### src/rtl/wb_sram16_ctrl.sv
// Pipelined Wishbone slave that queues halfword requests and plays them out
// on an asynchronous 16-bit SRAM with programmable wait states.
module wb_sram16_ctrl #(
    parameter int unsigned AW          = 19,
    parameter int unsigned WAIT_STATES = 2,
    parameter int unsigned QDEPTH      = 4
) (
    input  logic          clk_i,
    input  logic          reset_i,
    input  logic [63:0]   wbsadr_i,
    input  logic [15:0]   wbsdat_i,
    input  logic          wbswe_i,
    input  logic          wbsstb_i,
    input  logic          wbscyc_i,
    output logic          wbsstall_o,
    output logic          wbsack_o,
    output logic [15:0]   wbsdat_o,
    output logic [AW-1:0] sram_a_o,
    output logic [15:0]   sram_d_o,
    output logic          sram_doe_o,
    input  logic [15:0]   sram_d_i,
    output logic          sram_ce_n_o,
    output logic          sram_oe_n_o,
    output logic          sram_we_n_o
);

    localparam int unsigned PW = $clog2(QDEPTH);
    localparam int unsigned CW = $clog2(QDEPTH + 1);
    localparam int unsigned WW = (WAIT_STATES > 0) ? $clog2(WAIT_STATES + 1) : 1;

    typedef enum logic [1:0] {IDLE, ACCESS, RECOVER} state_t;

    state_t        state, state_d;
    logic [AW-1:0] q_adr [QDEPTH];
    logic          q_we  [QDEPTH];
    logic [15:0]   q_dat [QDEPTH];
    logic [PW-1:0] wr_ptr, rd_ptr;
    logic [CW-1:0] count;
    logic [WW-1:0] cnt;
    logic          abort_pend, we_r;
    logic          push, pop, done, abort, we_d, ack_d;
    logic          unused_adr_bits;

    assign unused_adr_bits = ^{wbsadr_i[63:AW+1], wbsadr_i[0]};

    assign wbsstall_o = (count == CW'(QDEPTH)) | abort_pend;
    assign push       = wbscyc_i & wbsstb_i & ~wbsstall_o;
    assign abort      = ~wbscyc_i & ((count != '0) | (state != IDLE));

    always_comb begin
        state_d = state;
        pop     = 1'b0;
        done    = 1'b0;
        case (state)
            IDLE: begin
                if ((count != '0) && wbscyc_i && !abort_pend) begin
                    pop     = 1'b1;
                    state_d = ACCESS;
                end
            end
            ACCESS: begin
                if (cnt == '0) begin
                    done    = 1'b1;
                    state_d = RECOVER;
                end
            end
            RECOVER: state_d = IDLE;
            default: state_d = IDLE;
        endcase
    end

    // Strobes are registered from the next state so the pads never see decode glitches.
    assign we_d  = pop ? q_we[rd_ptr] : we_r;
    assign ack_d = done & wbscyc_i & ~abort_pend;

    always_ff @(posedge clk_i) begin
        if (push) begin
            q_adr[wr_ptr] <= wbsadr_i[AW:1];
            q_we[wr_ptr]  <= wbswe_i;
            q_dat[wr_ptr] <= wbsdat_i;
        end
    end

    always_ff @(posedge clk_i or negedge reset_i) begin
        if (!reset_i) begin
            state       <= IDLE;
            cnt         <= '0;
            count       <= '0;
            wr_ptr      <= '0;
            rd_ptr      <= '0;
            abort_pend  <= 1'b0;
            we_r        <= 1'b0;
            sram_a_o    <= '0;
            sram_d_o    <= '0;
            sram_doe_o  <= 1'b0;
            sram_ce_n_o <= 1'b1;
            sram_oe_n_o <= 1'b1;
            sram_we_n_o <= 1'b1;
            wbsack_o    <= 1'b0;
            wbsdat_o    <= '0;
        end else begin
            state <= state_d;

            if (push)
                wr_ptr <= wr_ptr + 1'b1;

            // Abort drops everything queued; the access already on the pins still finishes.
            if (abort) begin
                count  <= '0;
                rd_ptr <= wr_ptr;
            end else begin
                if (pop)
                    rd_ptr <= rd_ptr + 1'b1;
                case ({push, pop})
                    2'b10:   count <= count + 1'b1;
                    2'b01:   count <= count - 1'b1;
                    default: count <= count;
                endcase
            end

            abort_pend <= (abort | abort_pend) & (state_d != IDLE);

            if (pop) begin
                sram_a_o <= q_adr[rd_ptr];
                sram_d_o <= q_dat[rd_ptr];
                we_r     <= q_we[rd_ptr];
                cnt      <= WW'(WAIT_STATES);
            end else if ((state == ACCESS) && (cnt != '0)) begin
                cnt <= cnt - 1'b1;
            end

            sram_ce_n_o <= (state_d != ACCESS);
            sram_oe_n_o <= ~((state_d == ACCESS) & ~we_d);
            sram_we_n_o <= ~((state_d == ACCESS) & we_d);
            sram_doe_o  <= we_d & (state_d != IDLE);

            wbsack_o <= ack_d;
            if (ack_d && !we_r)
                wbsdat_o <= sram_d_i;
        end
    end

endmodule
### config.mk
export PLATFORM = sky130hd
export DESIGN_NAME = wb_sram16_ctrl
export DESIGN_NICKNAME = d
export VERILOG_FILES = /design/src/rtl/wb_sram16_ctrl.sv
export SDC_FILE = /design/constraint.sdc
export NUM_CORES = 1
export LEC_CHECK = 0
export CAP_MARGIN = 20
export CORE_AREA = 2 2 149 151
export DETAILED_ROUTE_END_ITERATION = 6
export DIE_AREA = 0 0 151 153
export GPL_TIMING_DRIVEN = 1
export REMOVE_ABC_BUFFERS = 1
export SLEW_MARGIN = 5
export SYNTH_ARGS = -nofsm -noshare
export SYNTH_HDL_FRONTEND = slang
export SYNTH_SLANG_ARGS = --single-unit
### constraint.sdc
create_clock -name clk_i -period 5.6 [get_ports clk_i]
set_input_delay 1.12 -clock clk_i [delete_from_list [all_inputs] [get_ports clk_i]]
set_output_delay 1.12 -clock clk_i [all_outputs]
set_load 0.01 [all_outputs]
# Word level (Yosys, flattened, before mapping)
# Memory sizes are Yosys's and may differ from the RTL's. A register that Yosys moved wholly into a read port is not among the register bits.
# Cells that the tools add are included.
dict set report classes {
  n_bitwise 18
  shift 0
  order_cmp 0
  n_eq_ne 6
  div_mod_pow 0
  multipliers 0
  muxes 16
  reduce_logical 17
  n_addsub 5
}
# operator count
set op_table {}
lappend op_table {{2-to-1 mux 2 bit} 6}
lappend op_table {{nonzero test 2 bit} 5}
lappend op_table {{AND 1 bit} 9}
lappend op_table {{2-to-1 mux 1 bit} 7}
lappend op_table {{equality test 2 x 1 -> 1 bit, second input constant} 3}
lappend op_table {{NOT 1 bit} 6}
lappend op_table {{one-hot mux 3 bit (2 select lines)} 1}
lappend op_table {{nonzero test 3 bit} 2}
lappend op_table {{adder 2 x 1 -> 2 bit, second input constant} 2}
lappend op_table {{logical AND 1 bit} 4}
lappend op_table {{zero test 1 bit} 4}
lappend op_table {{zero test 2 bit} 2}
lappend op_table {{one-hot mux 2 bit (2 select lines)} 1}
lappend op_table {{adder 3 x 1 -> 3 bit, second input constant} 1}
lappend op_table {{equality test 3 bit, second input constant} 1}
lappend op_table {{2-to-1 mux 3 bit} 1}
lappend op_table {{bitwise OR 1 bit} 3}
lappend op_table {{subtractor 3 x 1 -> 3 bit, second input constant} 1}
lappend op_table {{equality test 2 bit, second input constant} 1}
lappend op_table {{inequality test 2 x 1 -> 1 bit, second input constant} 1}
lappend op_table {{subtractor 2 x 1 -> 2 bit, second input constant} 1}
dict set report word_totals {
  mem_bits_ro 0
  latch_bits 0
  reg_bits 34
  mem_count 3
  wordCells 78
  ramBits 144
}
# memory words width read_ports rd_ports_with_merged_regs wr line_no
set memory_table {}
lappend memory_table {q_adr 4 19 1 1 1 34} ;# logic [AW-1:0] q_adr [QDEPTH];
lappend memory_table {q_dat 4 16 1 1 1 36} ;# logic [15:0] q_dat [QDEPTH];
lappend memory_table {q_we 4 1 1 0 1 35} ;# logic q_we [QDEPTH];

# Depth between registers and ports, before layout
dict set report depth {
  ltp_word 9
  ltp_mapped 9
  mapped_depth_nobuf 7
}

# Least setup slack after synthesis
# No wires, ideal clock.
dict set report synth_path {
  path_kind {input to register}
  start {input port wbscyc_i}
  end {register count[2]}
  path_stages 9
  arrival_time_ns 2.855
  path_buffers 2
  setup_slack_ns 2.652
  cell_sequence {or4b_4 > or2_1 > buf_6 > buf_6 > nor2_1 > fa_1 > o2111ai_1 > nor3b_1 > a211oi_1}
}
dict set report synth_via {
  elab_chain_cells 7
  word_cells_on_any_way 13
  cone_classes {eq/ne (2); mux (4); bitwise (4); reduce/logical (3)}
}
# element line_no
set synth_lines {}
lappend synth_lines {{start, declared} 14} ;# input logic wbscyc_i,
lappend synth_lines {{logical AND 1 bit (2 in series)} 56} ;# if ((count != '0) && wbscyc_i && !abort_pend) begin
lappend synth_lines {{2-to-1 mux 1 bit} 56}
lappend synth_lines {{2-to-1 mux 1 bit} 54} ;# case (state)
lappend synth_lines {{equality test 2 x 1 -> 1 bit / equality test 2 bit (equally long branches)} 114} ;# case ({push, pop})
lappend synth_lines {{one-hot mux 3 bit (2 select lines)} 114}
lappend synth_lines {{2-to-1 mux 3 bit} 108} ;# if (abort) begin
lappend synth_lines {{end signal, assigned} 115} ;# 2'b10: count <= count + 1'b1;
lappend synth_lines {{end signal, assigned} 116} ;# 2'b01: count <= count - 1'b1;
lappend synth_lines {{end signal, assigned} 117} ;# default: count <= count;
lappend synth_lines {{end, declared} 38} ;# logic [CW-1:0] count;
# Parallel ways exist; a longest one is shown, timed or not.
# A chain may end at the register's enable or synchronous reset.

# Final worst setup path
# Ends and elaborated chain as after synthesis.

==> qor_table.md <==
| Metric | Value |
|---|---|
| Outcome | finished clean |
| Residual DRC | 0 |
| Post-CTS Repair Setup Buffers | 0 |
| Worst hold margin | 0.503 ns |
| Cell type with the largest total area after synthesis | edfxtp_1 |
| Combinational family with the most area after synthesis | multiplexers |
| Final slew viol count | 0 |
| Post-route design area | 10,300 µm² |
| Type of the most critical hold path | register to register |
| Sequential element share of the synthesized area | 74.8% |
| Xor and xnor fraction of the mapped netlist area | 0.541% |
| Clock buffer count from CTS | 23 |
| Total detailed-routing wirelength | 15,200 µm |
| Sum of negative setup slack | 0 ns |
| Count of buffers from port buffering | 112 |
| Max Clock Freq | 0.301 GHz |
| Clock skew | 0.00796 ns |
| Starting density of the core | 37.7% |
| Pin count of the biggest net entering global routing | 70 |
| Global-route usage over all layers | 13.4% |
| Number of antenna violations at the first check in global routing | 1 |
| Top Ports | 158 |
| Worst Hold Launch | sram_d_o[2]$_DFFE_PN0P_ |
| Detailed-placement wirelength estimate | 8680 µm |
| H-tree levels | 1 |
| Reg2Reg Launch Point | count[0]$_DFFE_PN0P_ |
| Mapped cell area | 8090 µm² |
| Die Area | 23,100 µm² |
| # setup viols final | 0 |
| Share of synthesized area spent on multiplexers | 18.3% |
| List of most frequent post-synthesis cells | edfxtp_1 (144), dfrtp_1 (66), mux4_2 (36), mux2_2 (30), mux2_4 (21) |
| Min Clock Period, post-route | 3.32 ns |
| Hold-fix buffer count after cts | 0 |
| CTS tree | done |
| Cells taking the most area after synthesis | edfxtp_1 (53%), dfrtp_1 (20%), mux4_2 (10%) |
| Max Fanout on Critical Path | 21 |
| Async set or reset register ratio after synthesis | 32.4% |
| Area of the core | 21,500 µm² |
| Relative slew slack | 28.4% |
| Slew @ Worst Pin | 1.07 ns |
| Endpoint of the lowest-slack register-to-register path | count[2]$_DFFE_PN0P_ |
| Complex-gate fraction of the synthesized area | 1.25% |
| Placed instance area | 9490 µm² |
| Share of the core filled with cells | 47.8% |
| Leak pwr | 3.74 nW |
| Register-to-Register Setup Slack | 2.82 ns |
| ANT nets after route | 0 |
| Most common cell in the netlist | edfxtp_1 |
| CP arrival | 3.73 ns |
| Horizontal die dimension | 151 µm |
| Cells on Worst Hold Path | 1 |
| CP startpoint kind | primary input |
| Final weighted congestion of routability-driven global placement | 0.719 |
| Share of final-layout standard cells stronger than drive strength 1 | 27.0% |
| CTS clock-pin slew for the worst setup and hold paths | 0.06 ns |
| Final count of hold timing violations | 0 |
| Clock Sink Count | 213 |
| Start-to-end type of the worst setup path | primary input to register |
| Adder and majority cell fraction of the synthesized area | 1.02% |
| Pre-CTS setup slack | 1.76 ns |
| Yosys Warn Count | 0 |
| Count of flip-flops with a built-in enable after synthesis | 144 |
| Max Root-Sink Buffers | 3 |
| Growth of design area from synthesis to finish | 26.9% |
| Synthesized area divided by synthesized cell count | 21.1 µm² |
| Flops & latches, synth | 213 |
| Synth top area share | 53.4% |
| Element type at the critical path end | register |
| Setup slack after layout | 2.28 ns |
| Number of instances resized during post-cts repair | 0 |
| Pwr Density | 523 nW/µm² |
| Count of standard-cell rows | 54 |
| Number of nets in the layout | 616 |
| Global-route wire length before repair | 23,700 µm |
| Number of unique standard cell types used by synthesis | 39 |
| Total via count after detailed routing | 3,950 |
| RSZ-0062 raised after global routing | false |
| Vertical die dimension | 153 µm |
| First-pass DRT Iterations | 4 |
| Buffer type at the clock tree root | clkbuf_16 |
| Vias in the first global route | 4,320 |
| Worst Path Required | 6.01 ns |
| Sum of overflow across all layers after global routing | 0 |
| Routed wire length per instance | 18.8 µm |
| Worst vdd rail ir drop | 0.274 mV |
| Initial drt markers | 182 |
| Skew-Pair Late Insertion Delay | 0.49 ns |
| Total of fill cells in the finished design | 1,809 |
| Ys flop type | edfxtp_1 |
| Endpoint with the worst hold slack | sram_d_o[2]$_DFFE_PN0P_ |
| Total of max-cap violations | 0 |
| Post-synthesis cell count | 384 |
| Average via count per standard cell | 4.90 |
| Fraction of the mapped netlist area in simple logic gates | 2.49% |
| Depth of the worst register-to-register path | 7 |
| Final critical-path share of the clock period | 59.3% |
-- worst max-delay path by stage --
stage	endpoint	cells past startpoint	start
after floorplan	count[2]$_DFFE_PN0P_	7	wbscyc_i
after global placement	count[2]$_DFFE_PN0P_	8	wbscyc_i
after detailed placement	count[2]$_DFFE_PN0P_	8	wbscyc_i
after CTS	count[2]$_DFFE_PN0P_	8	wbscyc_i
after global routing	count[2]$_DFFE_PN0P_	8	wbscyc_i
final	count[2]$_DFFE_PN0P_	8	wbscyc_i
-- kinds of logic after synthesis --
logic type | count (synthesis)
fa+ha+maj | 6
buf+inv | 23
compound gates | 14
mux | 89
flops | 213
simple gates | 34
xor+xnor | 5
-- sequential cells by signal (all words and copies together) (netlist names), 2 cells and up --
signal	flops
cnt	2
count	3
wbsdat_o	16
sram_d_o	16
rd_ptr	2
wr_ptr	2
state	2
q_dat	64
sram_a_o	19
q_adr	76
q_we	4
-- worst max-delay path, stage by stage --
cell and delay [ns]:
clkdlybuf4s50_1 0.57, or4b_4 0.51, or2_2 0.55, nor2_1 0.21
fa_1 0.26, o2111ai_1 0.12, nor3b_1 0.15, a211oi_1 0.21
-- report_power, final --
part	internal, mW	switching (mW)	total [mW]	leakage [nW]
combinational	0.994	0.615	1.61	1.25
clock	0.867	0.592	1.46	0.363
sequential	2.05	0.258	2.31	2.13
-- area by class of cell --
class / count / area (µm²) / share of cell area, %
multi-input combinational: 148 / 1920 / 18.7
clock buffer: 25 / 603 / 5.87
inverter: 6 / 22.5 / 0.219
sequential: 213 / 6060 / 59.0
timing repair buffer: 117 / 1180 / 11.5
antenna: 1 / 2.50 / 0.0244
clock inverter: 16 / 134 / 1.30
tap: 280 / 350 / 3.41
-- routing by layer --
| layer | track usage [%] | vias up | part of all wire, % |
|---|---|---|---|
| met5 | 0 | - | 0 |
| met4 | 3.56 | 0 | 1.6 |
| met3 | 3.88 | 22 | 7.2 |
| met2 | 22.3 | 110 | 49 |
| met1 | 17.3 | 2051 | 42 |
| li1 | - | 1767 | - |
-- metrics by stage --
stage               cells  power [mW]
detailed placement    762        3.98
CTS                   803        5.46
global route          805        5.66
global placement      762        3.94
floorplan             367        3.25
finish                806        5.37
-- cell usage in the layout, fill, tap and decap left out, types with 2 or more instances in the layout --
master	count
buf_12	2
clkbuf_16	23
dfstp_2	3
bufinv_16	2
clkinvlp_4	3
clkdlybuf4s50_1	111
dfrtp_1	64
xor2_1	2
ha_1	5
mux2_4	21
mux2i_1	2
and3_2	4
edfxtp_1	144
nor3b_1	2
and2_1	4
inv_1	6
buf_4	4
nand2_1	6
xnor2_1	3
dfrtp_2	2
clkbuf_8	2
nand2b_1	3
o21ai_0	2
clkinv_1	3
nor2_1	4
a21o_1	2
mux2_2	30
nor2b_1	5
mux4_2	36
clkinv_2	8
(Power assumes the default switching activity.)
